===== src/rtl/mem_pkg.sv =====
// Shared definitions for the data-memory controller: load/store funct3 codes,
// FSM state encoding and the captured request bundle.
package mem_pkg;

  localparam logic [2:0] F3_B  = 3'b000;
  localparam logic [2:0] F3_H  = 3'b001;
  localparam logic [2:0] F3_W  = 3'b010;
  localparam logic [2:0] F3_BU = 3'b100;
  localparam logic [2:0] F3_HU = 3'b101;

  typedef enum logic [2:0] {
    S_IDLE    = 3'd0,
    S_RD      = 3'd1,
    S_RDW     = 3'd2,
    S_WR      = 3'd3,
    S_RMW_RD  = 3'd4,
    S_RMW_MRG = 3'd5,
    S_RMW_WR  = 3'd6,
    S_RESP    = 3'd7
  } state_t;

  typedef struct packed {
    logic        we;
    logic [2:0]  funct3;
    logic [31:0] addr;
    logic [31:0] wdata;
  } mem_req_t;

endpackage


===== src/rtl/lane_fmt.sv =====
// Byte-lane steering: load extract with sign/zero extension, and sub-word
// insertion into an existing word for read-modify-write stores.
module lane_fmt
  import mem_pkg::*;
(
  input  logic [31:0] rdata,
  input  logic [1:0]  lane,
  input  logic [2:0]  funct3,
  input  logic [31:0] wdata,
  output logic [31:0] load_val,
  output logic [31:0] store_val
);

  logic [31:0] shifted_s;

  // Load formatting: move the addressed lane to bit 0, then extend
  always_comb begin
    shifted_s = rdata >> {lane, 3'b000};
    load_val  = 32'h0000_0000;
    case (funct3)
      F3_B:    load_val = {{24{shifted_s[7]}}, shifted_s[7:0]};
      F3_H:    load_val = {{16{shifted_s[15]}}, shifted_s[15:0]};
      F3_W:    load_val = shifted_s;
      F3_BU:   load_val = {24'h00_0000, shifted_s[7:0]};
      F3_HU:   load_val = {16'h0000, shifted_s[15:0]};
      default: load_val = 32'h0000_0000;
    endcase
  end

  // Store merge: overwrite only the addressed lane(s) of the old word
  always_comb begin
    store_val = rdata;
    case (funct3)
      F3_B:    store_val[{lane, 3'b000} +: 8]     = wdata[7:0];
      F3_H:    store_val[{lane[1], 4'b0000} +: 16] = wdata[15:0];
      F3_W:    store_val = wdata;
      default: store_val = rdata;
    endcase
  end

endmodule


===== src/rtl/data_mem_ctrl.sv =====
// Load/store responder for the multicycle core: one request at a time, drives a
// single-port word RAM with 1-cycle read latency, RMW for sub-word stores.
module data_mem_ctrl
  import mem_pkg::*;
#(
  parameter int MEM_AW = 10
) (
  input  logic              clk,
  input  logic              rst_n,
  input  logic              req_valid,
  output logic              req_ready,
  input  logic              req_we,
  input  logic [2:0]        req_funct3,
  input  logic [31:0]       req_addr,
  input  logic [31:0]       req_wdata,
  output logic              rsp_valid,
  output logic [31:0]       rsp_rdata,
  output logic              rsp_err,
  output logic              mem_en,
  output logic              mem_we,
  output logic [MEM_AW-1:0] mem_addr,
  output logic [31:0]       mem_wdata,
  input  logic [31:0]       mem_rdata
);

  state_t      state_r, state_nx;
  mem_req_t    req_r;        // wdata field doubles as the write buffer
  logic [31:0] rsp_rdata_r;
  logic        rsp_err_r;
  logic        legal_s, misal_s, err_s, accept_s;
  logic [31:0] load_val_s, store_val_s;
  logic        unused_addr_s;

  assign accept_s = (state_r == S_IDLE) && req_valid;

  // Classify the incoming request: legal funct3 for its direction and alignment
  always_comb begin
    legal_s = 1'b0;
    misal_s = 1'b0;
    case (req_funct3)
      F3_B:  legal_s = 1'b1;
      F3_H: begin
        legal_s = 1'b1;
        misal_s = req_addr[0];
      end
      F3_W: begin
        legal_s = 1'b1;
        misal_s = (req_addr[1:0] != 2'b00);
      end
      F3_BU: legal_s = ~req_we;
      F3_HU: begin
        legal_s = ~req_we;
        misal_s = req_addr[0];
      end
      default: begin
        legal_s = 1'b0;
        misal_s = 1'b0;
      end
    endcase
    err_s = ~legal_s | misal_s;
  end

  lane_fmt u_lane_fmt (
    .rdata     (mem_rdata),
    .lane      (req_r.addr[1:0]),
    .funct3    (req_r.funct3),
    .wdata     (req_r.wdata),
    .load_val  (load_val_s),
    .store_val (store_val_s)
  );

  // Next-state decode
  always_comb begin
    state_nx = state_r;
    case (state_r)
      S_IDLE: begin
        if (!req_valid)          state_nx = S_IDLE;
        else if (err_s)          state_nx = S_RESP;
        else if (!req_we)        state_nx = S_RD;
        else if (req_funct3 == F3_W) state_nx = S_WR;
        else                     state_nx = S_RMW_RD;
      end
      S_RD:      state_nx = S_RDW;
      S_RDW:     state_nx = S_RESP;
      S_WR:      state_nx = S_RESP;
      S_RMW_RD:  state_nx = S_RMW_MRG;
      S_RMW_MRG: state_nx = S_RMW_WR;
      S_RMW_WR:  state_nx = S_RESP;
      S_RESP:    state_nx = S_IDLE;
      default:   state_nx = S_IDLE;
    endcase
  end

  // State register
  always_ff @(posedge clk or negedge rst_n) begin
    if (!rst_n) state_r <= S_IDLE;
    else        state_r <= state_nx;
  end

  // Request capture at accept; merged word replaces store data during RMW
  always_ff @(posedge clk or negedge rst_n) begin
    if (!rst_n) begin
      req_r <= '{we: 1'b0, funct3: 3'b000, addr: 32'h0000_0000, wdata: 32'h0000_0000};
    end else if (accept_s) begin
      req_r <= '{we: req_we, funct3: req_funct3, addr: req_addr, wdata: req_wdata};
    end else if (state_r == S_RMW_MRG) begin
      req_r.wdata <= store_val_s;
    end
  end

  // Response data/error, loaded on the cycle before RESP and held afterwards
  always_ff @(posedge clk or negedge rst_n) begin
    if (!rst_n) begin
      rsp_rdata_r <= 32'h0000_0000;
      rsp_err_r   <= 1'b0;
    end else if (state_r == S_RDW) begin
      rsp_rdata_r <= load_val_s;
      rsp_err_r   <= 1'b0;
    end else if ((state_r == S_WR) || (state_r == S_RMW_WR)) begin
      rsp_rdata_r <= 32'h0000_0000;
      rsp_err_r   <= 1'b0;
    end else if (accept_s && err_s) begin
      rsp_rdata_r <= 32'h0000_0000;
      rsp_err_r   <= 1'b1;
    end
  end

  assign req_ready = (state_r == S_IDLE);
  assign rsp_valid = (state_r == S_RESP);
  assign rsp_rdata = rsp_rdata_r;
  assign rsp_err   = rsp_err_r;
  assign mem_en    = (state_r == S_RD) || (state_r == S_WR) ||
                     (state_r == S_RMW_RD) || (state_r == S_RMW_WR);
  assign mem_we    = (state_r == S_WR) || (state_r == S_RMW_WR);
  assign mem_addr  = req_r.addr[MEM_AW+1:2];
  assign mem_wdata = req_r.wdata;

  // Upper address bits are deliberately dropped so accesses wrap modulo RAM size
  assign unused_addr_s = ^req_r.addr[31:MEM_AW+2];

endmodule


===== config.mk =====
export PLATFORM = sky130hd
export DESIGN_NAME = data_mem_ctrl
export DESIGN_NICKNAME = d
export VERILOG_FILES = /design/src/rtl/mem_pkg.sv /design/src/rtl/lane_fmt.sv /design/src/rtl/data_mem_ctrl.sv
export SDC_FILE = /design/constraint.sdc
export NUM_CORES = 1
export LEC_CHECK = 0
export CAP_MARGIN = 10
export CORE_MARGIN = 2
export CORE_UTILIZATION = 30
export CTS_BUF_LIST = sky130_fd_sc_hd__clkbuf_8 sky130_fd_sc_hd__clkbuf_16
export DETAILED_ROUTE_END_ITERATION = 16
export GPL_TIMING_DRIVEN = 0
export PLACE_DENSITY = 0.61
export SLEW_MARGIN = 30
export SYNTH_ARGS = -nofsm -noshare
export SYNTH_HDL_FRONTEND = slang
export SYNTH_SLANG_ARGS = --single-unit

===== constraint.sdc =====
create_clock -name clk -period 5.15 [get_ports clk]
set_clock_uncertainty 0.05 [all_clocks]
set_input_delay 1.545 -clock clk [delete_from_list [all_inputs] [get_ports clk]]
set_output_delay 1.545 -clock clk [all_outputs]
set_load 0.02 [all_outputs]

==> results of run 1 <==
[cells by family (layout without fill, tap and decap cells)]
| logic type | after synthesis | after routing |
|---|---|---|
| AOI/OAI and AO/OA | 198 | 198 |
| xor gates and xnor gates | 1 | 1 |
| adders and majority gates | 5 | 5 |
| buffers and inverters | 99 | 277 |
| DFF | 83 | 83 |
| muxes | 28 | 28 |
| and+or+nand+nor | 217 | 217 |
[cell type report]
cell class                      instances  share of cell area, %
Timing Repair Buffer                  162                  21.09
Sequential cell                        83                  26.71
Clock buffer                            9                  2.896
Tap cell                              229                  3.684
Buffer                                 94                  7.384
Clock inverter                          7                  1.303
Multi-Input combinational cell        449                  36.70
Inverter                                5                 0.2413
[worst max path at each step]
stage / from / end / slack [ns]
finish: req_valid / mem_wdata[15] / 1.62
detailed placement: req_valid / mem_wdata[12] / 1.27
global route: req_valid / mem_wdata[15] / 1.47
CTS: req_valid / mem_wdata[15] / 1.66
floorplan: mem_rdata[7] / rsp_rdata[22] / 2.33
global placement: rst_n / rsp_rdata[17] / -0.73
[sequential cells by signal, indices dropped and copies added (netlist names)]
| register | cells |
|---|---|
| mem_wdata | 32 |
| rsp_rdata | 32 |
| mem_addr | 10 |
| req_r | 5 |
| state_r | 3 |
| rsp_err | 1 |
[routing by layer]
layer / up-vias / routed length, um / global-route usage (%)
li1: 2608 / - / -
met1: 2603 / 9351 / 28.77
met2: 211 / 8738 / 30.32
met3: 33 / 1475 / 6.091
met4: 0 / 563 / 7.053
met5: - / 0 / 0
[power by group]
| part | total [uW] | switching [uW] | internal, uW |
|---|---|---|---|
| clock network | 728 | 300 | 428 |
| logic | 2920 | 1560 | 1360 |
| registers | 1230 | 287 | 948 |
| total | 4880 | 2140 | 2740 |
[metrics by stage]
stage          TNS [ns]  hold slack (ns)  utilization [%]  instances  power (uW)
2_1_floorplan         0           0.3969                -        631        3032
3_3_place_gp     -59.47           0.4113            41.18       1021        4121
3_5_place_dp          0           0.4165            41.34       1022        4144
4_1_cts               0           0.4332            43.15       1038        4894
5_1_grt               0           0.4421            43.15       1038        5199
6_report              0           0.4281            43.15       1038        4882
[critical path: cells and delay by family]
kind | cells | cell delay [ns]
buf+inv | 3 | 1.30
simple gates | 2 | 0.71
compound gates | 1 | 0.18
[cell usage in the layout (no fill, tap or decap), types with 18 or more instances in the layout]
master / n
clkdlybuf4s50_1: 160
a21oi_1: 18
nand2_1: 98
o21ai_0: 36
a211oi_1: 20
buf_4: 45
buf_2: 18
a31oi_1: 25
dfrtp_1: 83
nor2_1: 38
clkbuf_1: 23
==> key figures, run 1 <==
Yosys
  – Simple-gate share of the synthesized area: 20.07%
  – Largest area contributor in the netlist: dfrtp_1
  – Synth Flop Type: dfrtp_1
  – Synth Register Bits: 83
  – Synthesized-area fraction occupied by adder cells: 1.133%
  – Top-area cell type share of the netlist area: 37.60%
  – Mux share of post-synthesis cell area: 5.640%
  – Cell Area, Synth: 5524 um^2
  – Yosys cell types: 55
  – Mapped Nets: 739
  – Number of synthesized flops with an enable pin: 0
  – FFs w/ async S/R, synth: 100.0%
  – Synth Area in XOR/XNOR: 0.1586%
  – Main combinational cell family by area after synthesis: compound AO/OA/AOI/OAI gates
  – Synth Area in Compound Gates: 24.67%
  – Cells after synthesis: 631
  – Top-count cell post-synth: nand2_1
  – Synthesized area per cell: 8.754 um^2
  – Main area contributors after synthesis: dfrtp_1 38%, nand2_1 6.7%, buf_4 6.1%
  – Post-synth top cells: 98 x nand2_1, 83 x dfrtp_1, 45 x buf_4
  – Sequential area share after synthesis: 37.60%
  – Ys Warns: 0

STA
  – Final Max Tran Viols: 0
  – Final worst-path cycle share: 68.53%
  – Worst Setup Slack, final: 1.621 ns
  – Slew headroom: 43.72%
  – RSZ-0062 raised after global routing: no
  – Worst-Margin Slew: 0.8420 ns
  – Min Tclk post-route: 3.529 ns
  – Final setup violation count: 0
  – Final hold vios: 0
  – Achievable Freq: 283.3 MHz

Final layout
  – Fillers: 1864
  – Share of layout cells above drive strength 1: 14.59%
  – Final #Nets: 912
  – P&R area growth vs syn: 40.79%
  – Diodes inserted: 0
  – Sequential cell area: 2077 um^2
  – Area of the multi-input gates: 2854 um^2
  – Design Area, Final: 7777 um^2

Detailed routing
  – Number of vias per cell: 5.255
  – Vias: 5455
  – Antenna Violating Nets Remaining: 0
  – Drt first pass iters: 5
  – Total Wirelength: 20130 um
  – Routed WL per cell: 19.39 um
  – Post-route DRC violation count: 0
  – Initial DRC Count: 421

Place
  – Gpl congestion: 0.9302
  – Buffers on Ports: 161
  – Setup WS pre-CTS: 1.266 ns
  – Hpwl dp: 15260 um
  – Area after DPL: 7451 um^2

Clock network
  – Clk sink count: 83
  – Latest clock arrival within the worst-skew pair: 0.36 ns
  – Num CTS Buffers: 9
  – CTS tree: done
  – H-tree depth: 3
  – Post-CTS setup buffer count: 0
  – Post-CTS Hold Buffers: 0
  – Clock root buffer: clkbuf_16
  – CTS resizes: 0
  – Worst-path clk slew: 0.07 ns
  – Clock Tree Buf Depth: 2

Worst setup path
  – Critical Path RT: 5.37 ns
  – Worst Setup Path Type: in2reg
  – CP Cell Sequence: clkdlybuf4s50_1 -> nor4b_1 -> buf_2 -> clkbuf_1 -> nor3_1 -> a211oi_1
  – Worst Path Arrival: 3.75 ns
  – CP startpoint kind: input pin
  – CP endpoint kind: register
  – Slowest cell on the critical path: nor4b_1
  – R2R Path Start: req_r[32]
  – CP max stage delay: 0.60 ns
  – R2R cell count: 9
  – Reg-to-reg endpoint: mem_wdata[22]
  – CP max FO: 10
  – Flop2flop setup slack: 1.98 ns

GRT
  – First-pass GRT wire length: 31060 um
  – Gr ovfl total: 0
  – Initial antenna violation count: 0
  – Maximum number of pins on one net before global-route repair: 47
  – Via count of the first global-routing pass: 5309
  – Total Routing Usage GR: 20.58%

Floorplanning
  – Placeable Area: 18020 um^2
  – # IOs: 182
  – Row count: 49
  – Die width: 139.7 um
  – Starting Density: 30.65%
  – Die Area: 19510 um^2
  – Die height: 139.7 um

Run
  – Max Cap Viol: 0

Worst hold path
  – Tightest Hold Check Type: reg2reg
  – WHS Endpoint: rsp_rdata[20]
  – HP Start: rsp_rdata[20]
  – Depth of the worst hold-timing path: 1

Power and ir drop
  – Pwr/cell area: 627.6 nW/um^2
  – Peak supply drop: 0.2596 mV
  – Leakage power: 0.003296 uW

Status
  – Status: complete, no violations
Note: power is estimated with default switching activity, not from simulation.
==> run 2: changes to the inputs <==
- PLACE_DENSITY: 0.61 -> 0.63
- clock period: 5.15 -> 2.9 ns (I/O delays scaled with it)
==> run 2 against run 1 <==
Compared with the run above: first-iteration DRC count rose by 5.2%; largest power group unchanged; critical path depth decreased by 2; combinational power grew 77%; setup slack worse by 1.5 ns; via count is 0.64% lower; sequential power rose by 78%; sequential cell count is the same; count of clock-buffer cells in the layout unchanged; largest cell class unchanged.
==> key figures, run 2 (synthesis gave the netlist of run 1 again) <==
Status
  – Status: complete, no violations

Final layout
  – Share of layout cells above drive strength 1: 14.98%
  – Most common cell after layout, fill and taps aside: clkdlybuf4s50_1
  – P&R area growth vs syn: 40.23%
  – Most frequent cells in the layout: 159 x clkdlybuf4s50_1, 98 x nand2_1, 82 x dfrtp_1
  – Post-layout util: 42.98%
  – Final #Nets: 911
  – Diodes inserted: 0

GRT
  – Maximum number of pins on one net before global-route repair: 48
  – Gr ovfl total: 0
  – Total Routing Usage GR: 20.06%
  – Initial antenna violation count: 0
  – Via count of the first global-routing pass: 5253
  – First-pass GRT wire length: 30370 um

STA
  – RSZ-0062 raised after global routing: no
  – Achievable Freq: 365.1 MHz
  – Slew headroom: 39.19%
  – Final setup violation count: 0
  – Setup_tns: 0 ns
  – Final worst-path cycle share: 94.44%
  – Worst-Margin Slew: 0.9098 ns
  – Min Tclk post-route: 2.739 ns
  – Final hold vios: 0
  – Worst Setup Slack, final: 0.1612 ns
  – Final Max Tran Viols: 0

Floorplanning
  – Starting Density: 30.65%
  – Die height: 139.7 um
  – Placeable Area: 18020 um^2
  – Die Area: 19510 um^2
  – # IOs: 182
  – Row count: 49
  – Die width: 139.7 um

Worst setup path
  – CP startpoint kind: register
  – CP top delay family: buffers and inverters
  – CP Buf/Inv Count: 2
  – CP max stage delay: 0.60 ns
  – CP endpoint kind: primary output
  – Slowest cell on the critical path: clkdlybuf4s50_1
  – CP max FO: 8
  – Worst Setup Path Type: reg2out
  – Critical Path RT: 1.98 ns
  – Worst Path Arrival: 1.82 ns
  – CP Cell Sequence: buf_2 -> xor2_1 -> and2_1 -> clkdlybuf4s50_1

Detailed routing
  – Post-route DRC violation count: 0
  – Antenna Violating Nets Remaining: 0
  – Total Wirelength: 19770 um
  – Vias: 5420
  – Drt first pass iters: 6
  – Number of vias per cell: 5.227
  – Routed WL per cell: 19.07 um
  – Initial DRC Count: 443

Clock network
  – Worst-path clk slew: 0.07 ns
  – Clk sink count: 83
  – Latest clock arrival within the worst-skew pair: 0.35 ns
  – Clock Tree Buf Depth: 2
  – CTS resizes: 1
  – Post-CTS setup buffer count: 0
  – Clock root buffer: clkbuf_16
  – CTS tree: done
  – Num CTS Buffers: 9
  – H-tree depth: 3
  – Post-CTS Hold Buffers: 0

Power and ir drop
  – Peak supply drop: 0.5100 mV
  – Leakage power: 0.003295 uW
  – Pwr/cell area: 1096 nW/um^2

Place
  – Gpl congestion: 0.9351
  – Hpwl dp: 15170 um
  – Setup WS pre-CTS: -0.3466 ns
  – Buffers on Ports: 161

Worst hold path
  – Tightest Hold Check Type: in2async

Run
  – Max Cap Viol: 0
==> run 2: cell count changes in the layout (fill, tap and decap cells not counted) <==
| cell | change |
|---|---|
| inv_8 | +1 |
| clkdlybuf4s50_1 | -1 |
| nor4b_1 | -1 |
| inv_4 | +1 |
| bufinv_16 | -2 |
| inv_6 | +1 |
| nor4b_2 | +1 |
| dfrtp_1 | -1 |
| clkbuf_1 | -1 |
| clkinv_1 | -1 |
| dfrtp_2 | +1 |
| dlymetal6s2s_1 | +1 |
==> run 2: metrics by stage <==
stage                     instance area [um^2]  cells  hold WS (ns)  total power (uW)
after floorplan                           5524    631        0.3969              5384
after global placement                    7422   1021        0.4090              7325
after detailed placement                  7451   1022        0.4146              7350
after CTS                                 7735   1037        0.3674              8506
after global routing                      7746   1037        0.3876              9062
final                                     7746   1037        0.3653              8493
==> run 2: area by class of cell <==
class	count	area (um^2)
fill	1859	10280
multi-input combinational	449	2860
sequential	83	2078
timing repair buffer	162	1643
buffer	93	570.5
tap	229	286.5
clock buffer	9	225.2
clock inverter	7	61.31
inverter	5	21.27
==> run 2: worst paths after layout <==
kind	from	to	slack, ns	cells after the start
min	rst_n	mem_wdata[19]	0.37	1
max in group asynchronous	rst_n	state_r[0]	1.85	2
max reg2reg	req_r[33]	mem_wdata[22]	0.19	9
max	state_r[2]	mem_we	0.16	4
min in group clk	mem_addr[8]	mem_addr[8]	0.43	2
min reg2reg	mem_addr[8]	mem_addr[8]	0.43	2
==> run 2: routing by layer <==
metal	part of all wire [%]	track usage (%)	wire length [um]
met3	7.3	4.680	1450
met2	42	28.96	8275
met5	0	0	0
met1	47	28.68	9371
met4	3.4	8.421	675
==> run 2: worst reg2reg max path, cell delays in order, from the launching register on <==
cell      delay [ns]
dfrtp_1         0.42
buf_6           0.19
buf_2           0.29
inv_4           0.12
ha_1            0.34
nor4bb_1        0.15
buf_1           0.22
mux2_2          0.31
a311oi_1        0.36
o21ai_0         0.14
==> run 2: where the power goes <==
| part | switching [uW] | leakage (uW) | internal [uW] |
|---|---|---|---|
| Sequential | 501 | 0.00104 | 1680 |
| Clock | 534 | 0.000135 | 596 |
| Combinational | 2760 | 0.00212 | 2420 |
| Total | 3790 | 0.00329 | 4700 |
==> run 3: changes to the inputs <==
- CELL_PAD_IN_SITES_DETAIL_PLACEMENT: not set -> 0
- CELL_PAD_IN_SITES_GLOBAL_PLACEMENT: not set -> 1
- CORE_ASPECT_RATIO: not set -> 0.6
- CTS_CLUSTER_SIZE: not set -> 10
- PLACE_DENSITY: 0.63 -> 0.81
==> run 3 against run 2 <==
Compared with the run above: critical path depth shrank 1; total power rose by 1.8%; worst hold slack lost 0.068 ns; die area increased by 0.19%; combinational power increased by 2%; highest routed layer unchanged; global-route usage increased by 2.3 points; setup slack worse by 0.056 ns; count of clock-buffer cells in the layout unchanged; final area about the same; largest power group unchanged; register-to-register slack is essentially flat; routed wire length up 8.9%.
==> key figures, run 3 (synthesis gave the netlist of run 1 again) <==
GRT
  – First-pass GRT wire length: 32440 um
  – Maximum number of pins on one net before global-route repair: 66
  – Via count of the first global-routing pass: 5501
  – Initial antenna violation count: 0
  – Total Routing Usage GR: 22.33%
  – Gr ovfl total: 0

Clock network
  – Clock Tree Buf Depth: 2
  – Clock root buffer: clkbuf_16
  – Worst-path clk slew: 0.07 ns
  – Latest clock arrival within the worst-skew pair: 0.35 ns
  – Clk sink count: 83
  – Num CTS Buffers: 9
  – CTS tree: done
  – H-tree depth: 3

Worst setup path
  – R2R cell count: 9
  – Critical Path RT: 1.98 ns
  – CP top delay family: buffers and inverters
  – CP endpoint kind: primary output
  – CP Buf/Inv Count: 1
  – CP startpoint kind: register
  – Worst Path Arrival: 1.87 ns
  – Slowest cell on the critical path: clkdlybuf4s50_1
  – CP max stage delay: 0.64 ns
  – CP Cell Sequence: nand2_1 -> nor2_1 -> clkdlybuf4s50_1
  – Flop2flop setup slack: 0.20 ns
  – Worst Setup Path Type: reg2out
  – R2R Path Start: req_r[33]
  – CP max FO: 7
  – Reg-to-reg endpoint: mem_wdata[22]

Detailed routing
  – Top Layer Used: met4
  – Post-route DRC violation count: 0
  – Antenna Violating Nets Remaining: 0
  – Total Wirelength: 21530 um
  – Vias: 5720
  – Number of vias per cell: 5.468
  – Initial DRC Count: 647
  – Routed WL per cell: 20.59 um
  – Met1 Wirelength: 10550 um
  – Drt first pass iters: 5
  – Metal3 WL: 2886 um
  – Met2 WL: 7903 um

Power and ir drop
  – Internal Power: 4766 uW
  – Pwr/cell area: 1115 nW/um^2
  – Overall power: 8643 uW
  – Gate power share: 61.3%
  – Sw Pwr: 3877 uW
  – Seq pwr share: 25.5%
  – Peak supply drop: 0.4478 mV
  – Leakage power: 0.003291 uW
  – Sw Ratio: 44.85%
  – Clk pwr share: 13.2%

STA
  – Final setup violation count: 0
  – Achievable Freq: 357.8 MHz
  – Worst Setup Slack, final: 0.1051 ns
  – Worst-Margin Slew: 0.8295 ns
  – Final worst-path cycle share: 96.38%
  – Final hold vios: 0
  – RSZ-0062 raised after global routing: no
  – Slew headroom: 44.55%
  – Setup_tns: 0 ns
  – Final Max Tran Viols: 0
  – Min Tclk post-route: 2.795 ns

Floorplanning
  – Die width: 179.2 um
  – Placeable Area: 18070 um^2
  – Starting Density: 30.57%
  – Die Area: 19550 um^2
  – Row count: 38
  – # IOs: 182
  – Die height: 109.1 um

Place
  – Gpl congestion: 0.9472
  – Area after DPL: 7465 um^2
  – Setup WS pre-CTS: -0.2286 ns
  – Hpwl dp: 16810 um
  – Buffers on Ports: 161

Final layout
  – Diodes inserted: 0
  – Fillers: 1808
  – Final #Nets: 911
  – Share of layout cells above drive strength 1: 14.76%
  – P&R area growth vs syn: 40.32%
  – Most common cell after layout, fill and taps aside: clkdlybuf4s50_1
  – Most frequent cells in the layout: 160 x clkdlybuf4s50_1, 98 x nand2_1, 83 x dfrtp_1
  – Post-layout util: 42.90%
  – Design Area, Final: 7751 um^2

Status
  – Status: complete, no violations

Worst hold path
  – Tightest Hold Check Type: in2async

Run
  – Max Cap Viol: 0
run 3: per-layer routing:
layer	track usage, %	vias up
met5	0	-
met4	3.975	0
met3	6.974	17
met2	28.41	350
met1	35.75	2749
li1	-	2604
run 3: power by group through the flow:
stage	clock, uW	sequential (uW)	combinational, uW
detailed placement	0	2210	5230
finish	1140	2210	5290
global placement	0	2200	5180
CTS	1160	2190	5250
floorplan	0	2230	3160
global route	1210	2280	5720
run 3: worst max-delay path by stage:
stage                     slack, ns  cells after the start   startpoint            end
after floorplan                0.47                      9    req_r[32]  mem_wdata[22]
after global placement        -2.26                      1        rst_n   rsp_rdata[3]
after detailed placement      -0.23                      6  req_addr[0]   rsp_rdata[7]
after CTS                      0.03                      9    req_r[33]  mem_wdata[22]
after global routing           0.02                      3   state_r[0]      rsp_valid
final                          0.11                      3   state_r[0]      rsp_valid
run 3: stage by stage:
step                      cells  hold WS [ns]
after detailed placement   1033        0.4146
after global placement     1032        0.4097
after floorplan             631        0.3969
final                      1046        0.2973
after CTS                  1046        0.3016
after global routing       1046        0.3018
run 3: cell type report:
cell class	count	area [um^2]	share of cell area (%)
Buffer	93	571.8	7.377
Clock buffer	9	225.2	2.906
Clock inverter	5	53.80	0.6941
Tap cell	240	300.3	3.874
Multi-Input combinational cell	449	2861	36.92
Timing Repair Buffer	162	1640	21.16
Inverter	5	21.27	0.2744
Sequential cell	83	2077	26.80
run 3: repair_timing:
| action | 4_1_cts | 5_1_grt |
|---|---|---|
| hold buffers | 0 | 0 |
| cloned | 0 | 0 |
| buffers inserted | 0 | 0 |
| setup endpoints to repair | 2 | 17 |
| resized for setup | 1 | 3 |
